## src/rtl/uart_pkg.sv

```systemverilog
// Shared types and constants for the Wishbone UART receiver.
// The PARITY state exists only when UART_RX_PARITY_EN is defined.
package uart_pkg;

   `ifdef UART_RX_PARITY_EN
   typedef enum logic [2:0] {IDLE, START, DATA, PARITY, STOP} rx_state_t;
   `else
   typedef enum logic [2:0] {IDLE, START, DATA, STOP} rx_state_t;
   `endif

   localparam logic [31:0] RXDATA_OFS = 32'h0;
   localparam logic [31:0] STATUS_OFS = 32'h4;

   localparam int ST_NE   = 0;
   localparam int ST_OVR  = 1;
   localparam int ST_FERR = 2;
   localparam int ST_FULL = 3;
   localparam int ST_PERR = 4;

   localparam int OVS      = 16;
   localparam int MID_TICK = 7;

   function automatic logic [31:0] pack_status(input logic ne, input logic ovr,
                                               input logic ferr, input logic full,
                                               input logic perr);
      logic [31:0] s;
      s          = '0;
      s[ST_NE]   = ne;
      s[ST_OVR]  = ovr;
      s[ST_FERR] = ferr;
      s[ST_FULL] = full;
      s[ST_PERR] = perr;
      return s;
   endfunction

endpackage

```

## src/rtl/wb_uart_rx_sync_fifo.sv

```systemverilog
// First-word-fall-through synchronous FIFO; push and pop together on a full FIFO
// both take effect, leaving the count unchanged.
module sync_fifo #(
   parameter int WIDTH = 8,
   parameter int DEPTH = 8
) (
   input  logic             clk,
   input  logic             rst,
   input  logic             push,
   input  logic             pop,
   input  logic [WIDTH-1:0] din,
   output logic [WIDTH-1:0] dout,
   output logic             empty,
   output logic             full
);

   localparam int AW = (DEPTH > 1) ? $clog2(DEPTH) : 1;

   if ((DEPTH < 2) || ((DEPTH & (DEPTH - 1)) != 0)) begin : g_depth_chk
      $error("sync_fifo: DEPTH must be a power of 2 and at least 2");
   end

   logic [WIDTH-1:0] mem [DEPTH];
   logic [AW:0]      wp, rp;
   logic             do_push, do_pop;

   assign empty   = (wp == rp);
   assign full    = (wp[AW] != rp[AW]) && (wp[AW-1:0] == rp[AW-1:0]);
   assign dout    = mem[rp[AW-1:0]];
   assign do_pop  = pop && !empty;
   assign do_push = push && (!full || pop);

   always_ff @(posedge clk) begin
      if (do_push) mem[wp[AW-1:0]] <= din;
   end

   always_ff @(posedge clk) begin
      if (rst) begin
         wp <= '0;
         rp <= '0;
      end else begin
         if (do_push) wp <= wp + 1'b1;
         if (do_pop)  rp <= rp + 1'b1;
      end
   end

endmodule

```

## src/rtl/wb_uart_rx.sv

```systemverilog
// Wishbone UART receiver: 16x oversampled 8N1 deserialiser feeding an rx byte FIFO.
// Define UART_RX_PARITY_EN for 8E1 frames with a PERR status flag.
module wb_uart_rx
   import uart_pkg::*;
#(
   parameter int CLK_FREQ   = 32_000_000,
   parameter int BAUD       = 1_000_000,
   parameter int FIFO_DEPTH = 8
) (
   input  logic        clk,
   input  logic        rst,
   input  logic        rx,
   input  logic        CYC,
   input  logic        STB,
   input  logic        WE,
   input  logic [31:0] ADR,
   input  logic [31:0] DAT_I,
   output logic [31:0] DAT_O,
   output logic        ACK,
   output logic        ERR,
   output logic        RTY,
   output logic        irq
);

   localparam int DIV = CLK_FREQ / (BAUD * OVS);
   localparam int DW  = (DIV > 1) ? $clog2(DIV) : 1;

   if (DIV < 1) begin : g_div_chk
      $error("wb_uart_rx: CLK_FREQ/(BAUD*16) must be at least 1");
   end

   logic          s1, s2, s3, rx_s, fall;
   logic [DW-1:0] dcnt;
   logic          tick;
   rx_state_t     state;
   logic [3:0]    tcnt;
   logic [2:0]    bitn;
   logic [7:0]    shreg;
   logic          push, ferr_set, perr_set;
   logic          pop_pend, pop;
   logic [7:0]    fifo_dout;
   logic          empty, full;
   logic          ovr, ferr, perr;
   logic          req, is_stat;
   logic          ovr_set, clr_ovr, clr_ferr;
   logic          unused_bits;

   assign RTY  = 1'b0;
   assign rx_s = s2;
   assign fall = s3 && !s2;

   always_ff @(posedge clk) begin
      if (rst) begin
         s1 <= 1'b1;
         s2 <= 1'b1;
         s3 <= 1'b1;
      end else begin
         s1 <= rx;
         s2 <= s1;
         s3 <= s2;
      end
   end

   always_ff @(posedge clk) begin
      if (rst) begin
         dcnt <= '0;
         tick <= 1'b0;
      end else if (dcnt == DW'(DIV - 1)) begin
         dcnt <= '0;
         tick <= 1'b1;
      end else begin
         dcnt <= dcnt + 1'b1;
         tick <= 1'b0;
      end
   end

`ifdef UART_RX_PARITY_EN
   logic par_bad;
`endif

   always_ff @(posedge clk) begin
      if (rst) begin
         state    <= IDLE;
         tcnt     <= '0;
         bitn     <= '0;
         shreg    <= '0;
         push     <= 1'b0;
         ferr_set <= 1'b0;
         perr_set <= 1'b0;
`ifdef UART_RX_PARITY_EN
         par_bad  <= 1'b0;
`endif
      end else begin
         push     <= 1'b0;
         ferr_set <= 1'b0;
         perr_set <= 1'b0;
         case (state)
            IDLE: begin
               if (fall) begin
                  state <= START;
                  tcnt  <= '0;
               end
            end
            START: begin
               if (tick) begin
                  if (tcnt == 4'(MID_TICK)) begin
                     tcnt <= '0;
                     bitn <= '0;
                     state <= rx_s ? IDLE : DATA;
                  end else begin
                     tcnt <= tcnt + 1'b1;
                  end
               end
            end
            DATA: begin
               if (tick) begin
                  if (tcnt == 4'(OVS - 1)) begin
                     tcnt  <= '0;
                     shreg <= {rx_s, shreg[7:1]};
                     if (bitn == 3'd7) begin
`ifdef UART_RX_PARITY_EN
                        state <= PARITY;
`else
                        state <= STOP;
`endif
                     end else begin
                        bitn <= bitn + 1'b1;
                     end
                  end else begin
                     tcnt <= tcnt + 1'b1;
                  end
               end
            end
`ifdef UART_RX_PARITY_EN
            PARITY: begin
               if (tick) begin
                  if (tcnt == 4'(OVS - 1)) begin
                     tcnt    <= '0;
                     par_bad <= rx_s ^ (^shreg);
                     state   <= STOP;
                  end else begin
                     tcnt <= tcnt + 1'b1;
                  end
               end
            end
`endif
            STOP: begin
               if (tick) begin
                  if (tcnt == 4'(OVS - 1)) begin
                     tcnt     <= '0;
                     state    <= IDLE;
                     ferr_set <= !rx_s;
`ifdef UART_RX_PARITY_EN
                     perr_set <= par_bad;
                     push     <= rx_s && !par_bad;
`else
                     push     <= rx_s;
`endif
                  end else begin
                     tcnt <= tcnt + 1'b1;
                  end
               end
            end
            default: state <= IDLE;
         endcase
      end
   end

   sync_fifo #(
      .WIDTH (8),
      .DEPTH (FIFO_DEPTH)
   ) u_fifo (
      .clk   (clk),
      .rst   (rst),
      .push  (push),
      .pop   (pop),
      .din   (shreg),
      .dout  (fifo_dout),
      .empty (empty),
      .full  (full)
   );

   // The pop is registered from the request so it lands in the ACK cycle,
   // after DAT_O has already captured the head byte.
   assign pop      = pop_pend;
   assign is_stat  = (ADR[2] == STATUS_OFS[2]);
   assign req      = CYC && STB && !ACK && !ERR;
   assign ovr_set  = push && full && !pop;
   assign clr_ovr  = req && WE && is_stat && DAT_I[ST_OVR];
   assign clr_ferr = req && WE && is_stat && DAT_I[ST_FERR];

`ifdef UART_RX_PARITY_EN
   logic clr_perr;
   assign clr_perr = req && WE && is_stat && DAT_I[ST_PERR];

   always_ff @(posedge clk) begin
      if (rst) perr <= 1'b0;
      else     perr <= perr_set || (perr && !clr_perr);
   end
`else
   assign perr = 1'b0;
`endif

   assign unused_bits = ^{ADR[31:3], ADR[1:0], DAT_I[31:5], DAT_I[4], DAT_I[3],
                          DAT_I[0], RXDATA_OFS, perr_set};

   always_ff @(posedge clk) begin
      if (rst) begin
         ACK      <= 1'b0;
         ERR      <= 1'b0;
         DAT_O    <= '0;
         pop_pend <= 1'b0;
         irq      <= 1'b0;
         ovr      <= 1'b0;
         ferr     <= 1'b0;
      end else begin
         ACK      <= 1'b0;
         ERR      <= 1'b0;
         DAT_O    <= '0;
         pop_pend <= 1'b0;
         irq      <= !empty;
         ovr      <= ovr_set || (ovr && !clr_ovr);
         ferr     <= ferr_set || (ferr && !clr_ferr);
         if (req) begin
            if (WE && !is_stat) begin
               ERR <= 1'b1;
            end else begin
               ACK <= 1'b1;
               if (!WE) begin
                  if (is_stat) begin
                     DAT_O <= pack_status(!empty, ovr, ferr, full, perr);
                  end else begin
                     DAT_O    <= {24'h0, empty ? 8'h00 : fifo_dout};
                     pop_pend <= !empty;
                  end
               end
            end
         end
      end
   end

endmodule

```

## config.mk

```make
export PLATFORM = sky130hd
export DESIGN_NAME = wb_uart_rx
export DESIGN_NICKNAME = d
export VERILOG_FILES = /design/src/rtl/uart_pkg.sv /design/src/rtl/wb_uart_rx_sync_fifo.sv /design/src/rtl/wb_uart_rx.sv
export SDC_FILE = /design/constraint.sdc
export NUM_CORES = 1
export LEC_CHECK = 0
export ABC_AREA = 0
export CORE_ASPECT_RATIO = 1.1
export CORE_UTILIZATION = 45
export CTS_BUF_LIST = sky130_fd_sc_hd__clkbuf_16
export CTS_CLUSTER_SIZE = 16
export DETAILED_ROUTE_END_ITERATION = 7
export PLACE_DENSITY = 0.76
export SLEW_MARGIN = 20
export SYNTH_ARGS = -nofsm -noshare
export SYNTH_HDL_FRONTEND = slang
export SYNTH_HIERARCHICAL = 1
export SYNTH_SLANG_ARGS = --single-unit
```

## constraint.sdc

```tcl
create_clock -name clk -period 2.12 [get_ports clk]
set_clock_uncertainty 0.15 [all_clocks]
set_input_delay 0.424 -clock clk [delete_from_list [all_inputs] [get_ports clk]]
set_output_delay 0.424 -clock clk [all_outputs]
set_load 0.05 [all_outputs]
```

* After elaboration in Yosys (flattened, before gate mapping) *
Memories as Yosys holds them, arrays and structs flattened. A register that Yosys moved wholly into a read port is not among the register bits.
Cells that the tools add are included.

word-level totals
  memory bits (writable) = 64
  bits in read-only memories = 0
  bits in latches = 0
  logic and storage cells = 123
  memories = 1
  register bits after elaboration = 71

memories
  memory      depth  width  read ports  clocked after memory_dff  wr ports  line                        source
  u_fifo.mem  8      8      1           1                         1         wb_uart_rx_sync_fifo.sv:23  logic [WIDTH-1:0] mem [DEPTH];

cells by class
  shift-type cells = 0
  add/sub/neg operators = 5
  multiply operators = 0
  div/mod/pow operators = 0
  mux-type cells = 31
  equal/unequal tests = 19
  bitwise operators = 4
  magnitude comparators = 0
  reductions and logical operators = 42

operators with widths
  operator                                                                number
  3-bit two-way mux                                                       15
  4-bit two-way mux                                                       7
  2-bit != test (second input constant)                                   9
  1-bit logical AND                                                       16
  4-bit by 1-bit adder with 4-bit output (second input constant)          3
  3-bit one-hot mux with 4 select lines                                   1
  4-bit one-hot mux with 3 select lines                                   1
  1-bit zero test                                                         9
  8-bit AND reduction                                                     1
  4-bit OR reduction                                                      2
  3-bit by 2-bit equality test with 1-bit output (second input constant)  2
  3-bit one-hot mux with 2 select lines                                   1
  6-bit AND reduction                                                     1
  2-bit OR reduction                                                      3
  6-bit OR reduction                                                      1
  1-bit two-way mux                                                       5
  5-bit OR reduction                                                      1
  4-bit by 3-bit equality test with 1-bit output (second input constant)  1
  4-bit equality test                                                     1
  4-bit equality test (second input constant)                             1
  1-bit NOT                                                               4
  4-bit AND reduction                                                     1
  3-bit by 1-bit adder with 3-bit output (second input constant)          1
  3-bit by 1-bit equality test with 1-bit output (second input constant)  1
  11 further kinds                                                        13

* Longest topological paths before layout *
Gate-level depths: netlist (run 1).

  word-level depth = 9
  gate-level depth with buffers = 8
  depth with buffers taken out = 7

* Modules after synthesis *
The synthesis (run 1) kept the hierarchy.

modules (own cells, without submodules)
  module      instances  seq. area each (um^2)  area each (um^2)  cells an instance
  sync_fifo   1          2142.1                 3016.6            164
  wb_uart_rx  1          760.7                  1649.1            175

* Least setup slack after synthesis (run 1) *
No wires, ideal clock.

  path kind = register to register
  start = register u_fifo.wp[1]
  end = memory u_fifo.mem[0][0], enable pin
  setup time = 0.395 ns
  buffers on the path = 1
  arrival time = 1.743 ns
  path slack = -0.168 ns
  stages on the path, launching flop included = 6
  clock period less this slack = 2.288 ns
  required time = 1.575 ns
  path through = dfxtp_1 buf_4 xnor2_1 nand4_1 o21ai_0 nor4_1

between the ends
  cells in the longest elaborated chain, start to end = 7

RTL lines
  element                                  line                        source
  start: declaration                       wb_uart_rx_sync_fifo.sv:24  logic [AW:0] wp, rp;
  start signal: assignment                 wb_uart_rx_sync_fifo.sv:42  if (do_push) wp <= wp + 1'b1;
  3-bit equality test                      wb_uart_rx_sync_fifo.sv:28  assign full = (wp[AW] != rp[AW]) && (wp[AW-1:0] == rp[AW-1:0]);
  1-bit logical AND                        wb_uart_rx_sync_fifo.sv:28
  1-bit zero test                          wb_uart_rx_sync_fifo.sv:31  assign do_push = push && (!full || pop);
  1-bit logical OR                         wb_uart_rx_sync_fifo.sv:31
  1-bit logical AND                        wb_uart_rx_sync_fifo.sv:31
  1-bit two-way mux                        wb_uart_rx_sync_fifo.sv:34  if (do_push) mem[wp[AW-1:0]] <= din;
  1-bit two-way mux (not written as such)  wb_uart_rx_sync_fifo.sv:34
  end: declaration                         wb_uart_rx_sync_fifo.sv:23

Parallel ways exist; a longest one is shown, timed or not.

* Worst setup path in the final report (run 1) *
  start = register DAT_O[1]
  end = output port DAT_O[1]

RTL lines
  element                   line               source
  start: declaration        wb_uart_rx.sv:18   output logic [31:0] DAT_O,
  start signal: assignment  wb_uart_rx.sv:231  DAT_O <= pack_status(!empty, ovr, ferr, full, perr);
  start signal: assignment  wb_uart_rx.sv:233  DAT_O <= {24'h0, empty ? 8'h00 : fifo_dout};

No word-level cell between the ends.

==> results.sh, run 1 <==
export IMPL_internal_power_mw=4.28
export IMPL_p_comb_share_pct=3.0
export IMPL_status="completed"
export IMPL_finalCriticalPeriod_ns=2.08
export IMPL_drt_iter0_markers=156
export IMPL_synth_seq_cells=113
export IMPL_hold_end="rx_s"
export IMPL_cts_path_max_buffers=2
export IMPL_core_rowCount=38
export IMPL_swShare_pct=20.3
export IMPL_required_ns=1.55
export IMPL_worstPathCellList="clkdlybuf4s50_1"
export IMPL_r2r_end="u_fifo/mem[4][0]"
export IMPL_fmax_mhz=482
export IMPL_grt_pass1_wl_mm=13.8
export IMPL_ant_nets=0
export IMPL_die_h_um=109
export IMPL_port_buffers=19
export IMPL_layout_commonest_cell="edfxtp_1"
export IMPL_synth_distinct_cells=52
export IMPL_r2r_start="u_fifo/wp[1]"
export IMPL_die_area_um2=10800
export IMPL_synth_flop_cell="edfxtp_1"
export IMPL_grt_max_degree=43
export IMPL_coreArea_um2=9980
export IMPL_wire_per_inst_um=16.8
export IMPL_syn_area_per_cell_um2=13.8
export IMPL_start_kind="flop"
export IMPL_seq_area_frac_synth_pct=62.2
export IMPL_cts_sinks=113
export IMPL_layout_common_cells="edfxtp_1 (64), dfxtp_1 (49), nor2_1 (32)"
export IMPL_yosysWarnings=6
export IMPL_dpl_cell_count=486
export IMPL_async_flop_share_pct=0
export IMPL_r2r_setup_slack_ns=0.07
export IMPL_power_density_nw_per_um2=946
export IMPL_max_slew_worst_pin_slew_ns=0.602
export IMPL_synth_edf_count=64
export IMPL_num_antenna_cells=0
export IMPL_pin_count=106
export IMPL_crit_family="buffers and inverters"
export IMPL_start_util_pct=46.7
export IMPL_hold_slack_ns=0.256
export IMPL_worstSetupEndpointType="primary output"
export IMPL_max_stage_delay_ns=0.80
export IMPL_htree_levels=4
export IMPL_viasPerCell=5.31
export IMPL_drc=0
export IMPL_vias=2751
export IMPL_hp_class="flop to flop"
export IMPL_fin_nets=460
export IMPL_critPathArrivalTime_ns=1.50
export IMPL_min_period_over_period_pct=97.9
export IMPL_cts_tree="built"
export IMPL_finalSetupViolCount=0
export IMPL_clockPowerShare_pct=54.1
export IMPL_drt_pass1_iterations=4
export IMPL_netlist_instances=339
export IMPL_antenna_found_initial=0
export IMPL_clk_pin_slew_ns=0.05
export IMPL_slew_headroom_pct=59.8
export IMPL_grt_usage_pct=17.8
export IMPL_drv_cap=0
export IMPL_r2r_cells=5
export IMPL_syn_area_um2=4670
export IMPL_critPathKind="flop to primary output"
export IMPL_dp_hpwl_mm=5.40
export IMPL_drive_gt1_share_pct=23.6
export IMPL_cpMaxStageDelayCell="clkdlybuf4s50_1"
export IMPL_finalWirelength_mm=8.70
export IMPL_cp_num_buf_inv=1
export IMPL_routabilityCongestion=0.813
export IMPL_cts_hold_buf=0
export IMPL_p_seq_share_pct=42.9
export IMPL_hold_viol=0
export IMPL_min_from="s1"
export IMPL_p_leak_nw=2.11
export IMPL_dieWidth_um=99.1
export IMPL_postLayoutCoreUtil_pct=56.9
export IMPL_vdd_drop_max_mv=0.694
export IMPL_postCtsSetupBuffers=0
export IMPL_rsz0062_at_grt="no"
export IMPL_p_switching_mw=1.09
export IMPL_finalMaxSlewViolations=0
export IMPL_cp_max_fo=1
export IMPL_holdPathStages=1
export IMPL_fin_total_pwr_mw=5.37
export IMPL_grt_overflow_total=0
export IMPL_syn2layout_area_growth_pct=21.7
export IMPL_final_cells=518
export IMPL_root_buffer="clkbuf_16"
export IMPL_cts_buffers=17
export IMPL_grt_pass1_vias=2805
export IMPL_clock_latency_ns=0.40
-- metal layers --
| layer | up-vias | track usage [%] | part of all wire [%] |
|---|---|---|---|
| met4 | 0 | 9.56 | 2.5 |
| met1 | 1354 | 19.0 | 38 |
| li1 | 1284 | - | - |
| met3 | 18 | 5.83 | 6.7 |
| met2 | 95 | 31.4 | 53 |
| met5 | - | 0 | 0 |
-- power by group through the flow --
stage | Sequential [mW] | Clock [mW] | Combinational, mW
after floorplan | 2.35 | 0 | 0.161
after global placement | 2.35 | 0 | 0.156
after detailed placement | 2.35 | 0 | 0.158
after CTS | 2.31 | 2.94 | 0.158
after global routing | 2.31 | 3.03 | 0.169
final | 2.31 | 2.91 | 0.159
-- worst max path at each step --
stage                             from                to  slack (ns)  cells past startpoint
final                         DAT_O[1]          DAT_O[1]        0.04                      1
after detailed placement  u_fifo/rp[0]  u_fifo/mem[6][4]       -0.06                      4
after floorplan           u_fifo/wp[1]  u_fifo/mem[1][0]      -0.001                      5
after global routing           bitn[0]           bitn[1]      0.0007                      6
after CTS                     DAT_O[2]          DAT_O[2]        0.01                      1
after global placement             CYC          DAT_O[5]       0.002                      6
-- registers in the layout, indices dropped and copies added (netlist names), 2 cells and up, named ones only --
| name | cells |
|---|---|
| u_fifo/wp | 4 |
| u_fifo/rp | 4 |
| shreg | 8 |
| DAT_O | 8 |
| u_fifo/mem | 64 |
| state | 2 |
| bitn | 3 |
| tcnt | 4 |
-- synth_stat cells (6+ instances only) --
| master | instances | area, µm² |
|---|---|---|
| mux4_2 | 16 | 360 |
| mux2i_1 | 14 | 140 |
| buf_4 | 27 | 203 |
| nor3_1 | 7 | 35.0 |
| dfxtp_1 | 49 | 981 |
| nor2_1 | 34 | 128 |
| mux2_2 | 10 | 113 |
| a21oi_1 | 9 | 45.0 |
| clkbuf_1 | 6 | 22.5 |
| nand2_1 | 6 | 22.5 |
| inv_1 | 8 | 30.0 |
| edfxtp_1 | 64 | 1920 |
| o21ai_0 | 8 | 40.0 |
-- cell families (layout without fill, tap and decap cells) --
| kind of cell | count (synthesis) | after routing | share of synthesized area, % |
|---|---|---|---|
| DFF | 113 | 113 | 62.2 |
| other | 1 | 25 | 0.0804 |
| adders and majority gates | 5 | 5 | 1.34 |
| and+or+nand+nor | 90 | 90 | 10.5 |
| AOI/OAI and AO/OA | 32 | 32 | 4.59 |
| xor gates and xnor gates | 8 | 8 | 1.50 |
| muxes | 40 | 40 | 13.1 |
| buffers and inverters | 50 | 85 | 6.65 |
-- layout make-up --
type                    instances  area [µm²]
clock buffers                  17         425
well taps                     120         150
clock inverters                15         191
flip-flops and latches        113        2900
inverters                       9        33.8
fillers                       752        4310
repair buffers                 44         414
multi-input cells             200        1560
-- stage by stage --
stage	worst slack (ns)	TNS [ns]	instance area, µm²
after floorplan	-0.00111	-0.0267	4760
after global placement	0.00198	0	5040
after detailed placement	-0.0599	-0.910	5040
after CTS	0.0138	0	5660
after global routing	0.000653	0	5680
final	0.0448	0	5680
-- what timing repair did --
action                     4_1_cts  5_1_grt
gates resized for setup          3        7
pin swaps                        0        1
setup endpoints to repair       17       38
No activity file was read; power rests on OpenSTA's default activity.
==> run 2: changes to the inputs <==
--- a/config.mk
+++ b/config.mk
@@ -11,9 +11,9 @@
 export CTS_BUF_LIST = sky130_fd_sc_hd__clkbuf_16
 export CTS_CLUSTER_SIZE = 16
 export DETAILED_ROUTE_END_ITERATION = 7
+export GPL_TIMING_DRIVEN = 0
 export PLACE_DENSITY = 0.76
 export SLEW_MARGIN = 20
 export SYNTH_ARGS = -nofsm -noshare
 export SYNTH_HDL_FRONTEND = slang
-export SYNTH_HIERARCHICAL = 1
 export SYNTH_SLANG_ARGS = --single-unit
==> results.sh, run 2 <==
export IMPL_tns_ns=0
export IMPL_pre_cts_slack_ns=-0.302
export IMPL_multi_input_area_um2=1690
export IMPL_routabilityCongestion=0.874
export IMPL_worstSetupEndpointType="flop"
export IMPL_port_buffers=19
export IMPL_fin_area_um2=5940
export IMPL_start_kind="flop"
export IMPL_status="completed"
export IMPL_start_util_pct=47.0
export IMPL_grt_pass1_wl_mm=13.8
export IMPL_swShare_pct=19.6
export IMPL_setup_slack_ns=0.0432
export IMPL_vias=2838
export IMPL_yosysWarnings=0
export IMPL_layout_commonest_cell="edfxtp_1"
export IMPL_grt_usage_pct=17.6
export IMPL_layout_common_cells="edfxtp_1 (64), dfxtp_1 (49), buf_4 (35)"
export IMPL_async_flop_share_pct=0
export IMPL_seq_area_frac_synth_pct=61.9
export IMPL_drive_gt1_share_pct=26.8
export IMPL_rsz0062_at_grt="yes"
export IMPL_required_ns=2.26
export IMPL_dp_hpwl_mm=5.76
export IMPL_htree_levels=4
export IMPL_fmax_mhz=482
export IMPL_final_fill_count=736
export IMPL_coreArea_um2=9980
export IMPL_critPathKind="flop to flop"
export IMPL_pin_count=106
export IMPL_internal_power_mw=4.41
export IMPL_synth_area_leader_cell="edfxtp_1"
export IMPL_postPlaceCellArea_um2=5180
export IMPL_drv_cap=0
export IMPL_regArea_um2=2900
export IMPL_largest_reg_flops=64
export IMPL_ant_nets=0
export IMPL_hold_slack_ns=0.254
export IMPL_die_area_um2=10800
export IMPL_clock_latency_ns=0.41
export IMPL_num_antenna_cells=0
export IMPL_grt_pass1_vias=2763
export IMPL_syn_area_um2=4690
export IMPL_cts_tree="built"
export IMPL_cp_max_fo=10
export IMPL_slew_headroom_pct=54.0
export IMPL_finalWirelength_mm=8.83
export IMPL_synth_flop_cell="edfxtp_1"
export IMPL_fin_total_pwr_mw=5.49
export IMPL_hp_class="flop to flop"
export IMPL_die_h_um=109
export IMPL_p_switching_mw=1.07
export IMPL_synth_seq_cells=113
export IMPL_wire_per_inst_um=16.3
export IMPL_core_rowCount=38
export IMPL_synth_edf_count=64
export IMPL_p_seq_share_pct=42.0
export IMPL_fin_nets=483
export IMPL_synthTopCellsByCount="edfxtp_1 (64), dfxtp_1 (49), buf_4 (26), nor2_1 (25), mux2i_1 (18)"
export IMPL_max_slew_worst_pin_slew_ns=0.690
export IMPL_drc=0
export IMPL_viasPerCell=5.25
export IMPL_drt_iter0_markers=193
export IMPL_power_density_nw_per_um2=923
export IMPL_cts_sinks=113
export IMPL_syn_area_per_cell_um2=13.9
export IMPL_clockPowerShare_pct=54.3
export IMPL_p_leak_nw=2.30
export IMPL_antenna_found_initial=0
export IMPL_grt_overflow_total=0
export IMPL_synth_distinct_cells=52
export IMPL_critPathArrivalTime_ns=2.22
export IMPL_synth_most_common_cell="edfxtp_1"
export IMPL_root_buffer="clkbuf_16"
export IMPL_min_period_over_period_pct=98.0
export IMPL_syn2layout_area_growth_pct=26.6
export IMPL_p_comb_share_pct=3.6
export IMPL_finalMaxSlewViolations=0
export IMPL_cts_path_max_buffers=2
export IMPL_hold_viol=0
export IMPL_yosys_top_cells_area="edfxtp_1 (41%), dfxtp_1 (21%), mux4_2 (7.7%)"
export IMPL_drt_pass1_iterations=5
export IMPL_netlist_instances=338
export IMPL_finalCriticalPeriod_ns=2.08
export IMPL_dieWidth_um=99.4
export IMPL_clk_pin_slew_ns=0.05
export IMPL_grt_max_degree=17
export IMPL_cts_hold_buf=0
export IMPL_synth_top_area_share_pct=40.9
export IMPL_cts_buffers=17
export IMPL_finalSetupViolCount=0
export IMPL_vdd_drop_max_mv=0.786
==> run 2: layer usage <==
metal	share of wire (%)	up-vias	track usage [%]
met1	41	1386	19.4
met5	0	-	0
li1	-	1346	-
met4	2.1	0	9.45
met3	5.0	20	6.35
met2	52	86	30.0
==> run 2: path summary, 6_finish.rpt <==
path	startpoint	end	slack, ns	depth (start not counted)
min	s1	rx_s	0.25	1
max reg2reg	u_fifo.wp[0]	u_fifo.wp[3]	0.04	4
max	u_fifo.wp[0]	u_fifo.wp[3]	0.04	4
min reg2reg	s1	rx_s	0.25	1
==> run 2: power by group through the flow <==
stage / Clock [mW] / Sequential [mW] / Combinational, mW
after global routing: 3.12 / 2.31 / 0.211
after global placement: 0 / 2.35 / 0.195
after floorplan: 0 / 2.35 / 0.163
after CTS: 3.02 / 2.31 / 0.197
after detailed placement: 0 / 2.35 / 0.197
final: 2.98 / 2.31 / 0.198
==> run 2: kinds of logic (layout without fill, tap and decap cells) <==
logic type | Yosys count | after routing | share of synthesized area (%)
buf+inv | 49 | 108 | 6.32
mux | 36 | 36 | 12.2
flops | 113 | 113 | 61.9
simple gates | 92 | 92 | 11.1
other cells | 1 | 25 | 0.0799
fa+ha+maj | 5 | 5 | 1.33
compound gates | 32 | 32 | 4.59
xor+xnor | 10 | 10 | 2.59
==> run 2: area by class of cell <==
type / instances / area share (%)
clock buffers: 17 / 7.16
well taps: 120 / 2.53
flip-flops and latches: 113 / 48.8
clock inverters: 15 / 3.37
plain buffers: 39 / 4.48
multi-input cells: 200 / 28.4
repair buffers: 28 / 4.67
inverters: 9 / 0.568
==> run 2: timing repair <==
action / 4_1_cts / 5_1_grt
resized for setup: 15 / 13
setup buffers: 1 / 4
pin swaps: 1 / 5
setup endpoints to repair: 67 / 41
==> run 2: worst max-delay path: stages, from the launching register on <==
cell,delay [ns]
dfxtp_1,0.45
clkbuf_2,0.36
nand4_1,0.21
a21oi_4,0.44
mux2_4,0.34
==> run 2: metrics by stage <==
| step | utilization (%) | std cells |
|---|---|---|
| after CTS | 58.9 | 538 |
| after global routing | 59.5 | 541 |
| final | 59.5 | 541 |
| after global placement | 51.3 | 501 |
| after detailed placement | 51.9 | 505 |
| after floorplan | - | 362 |
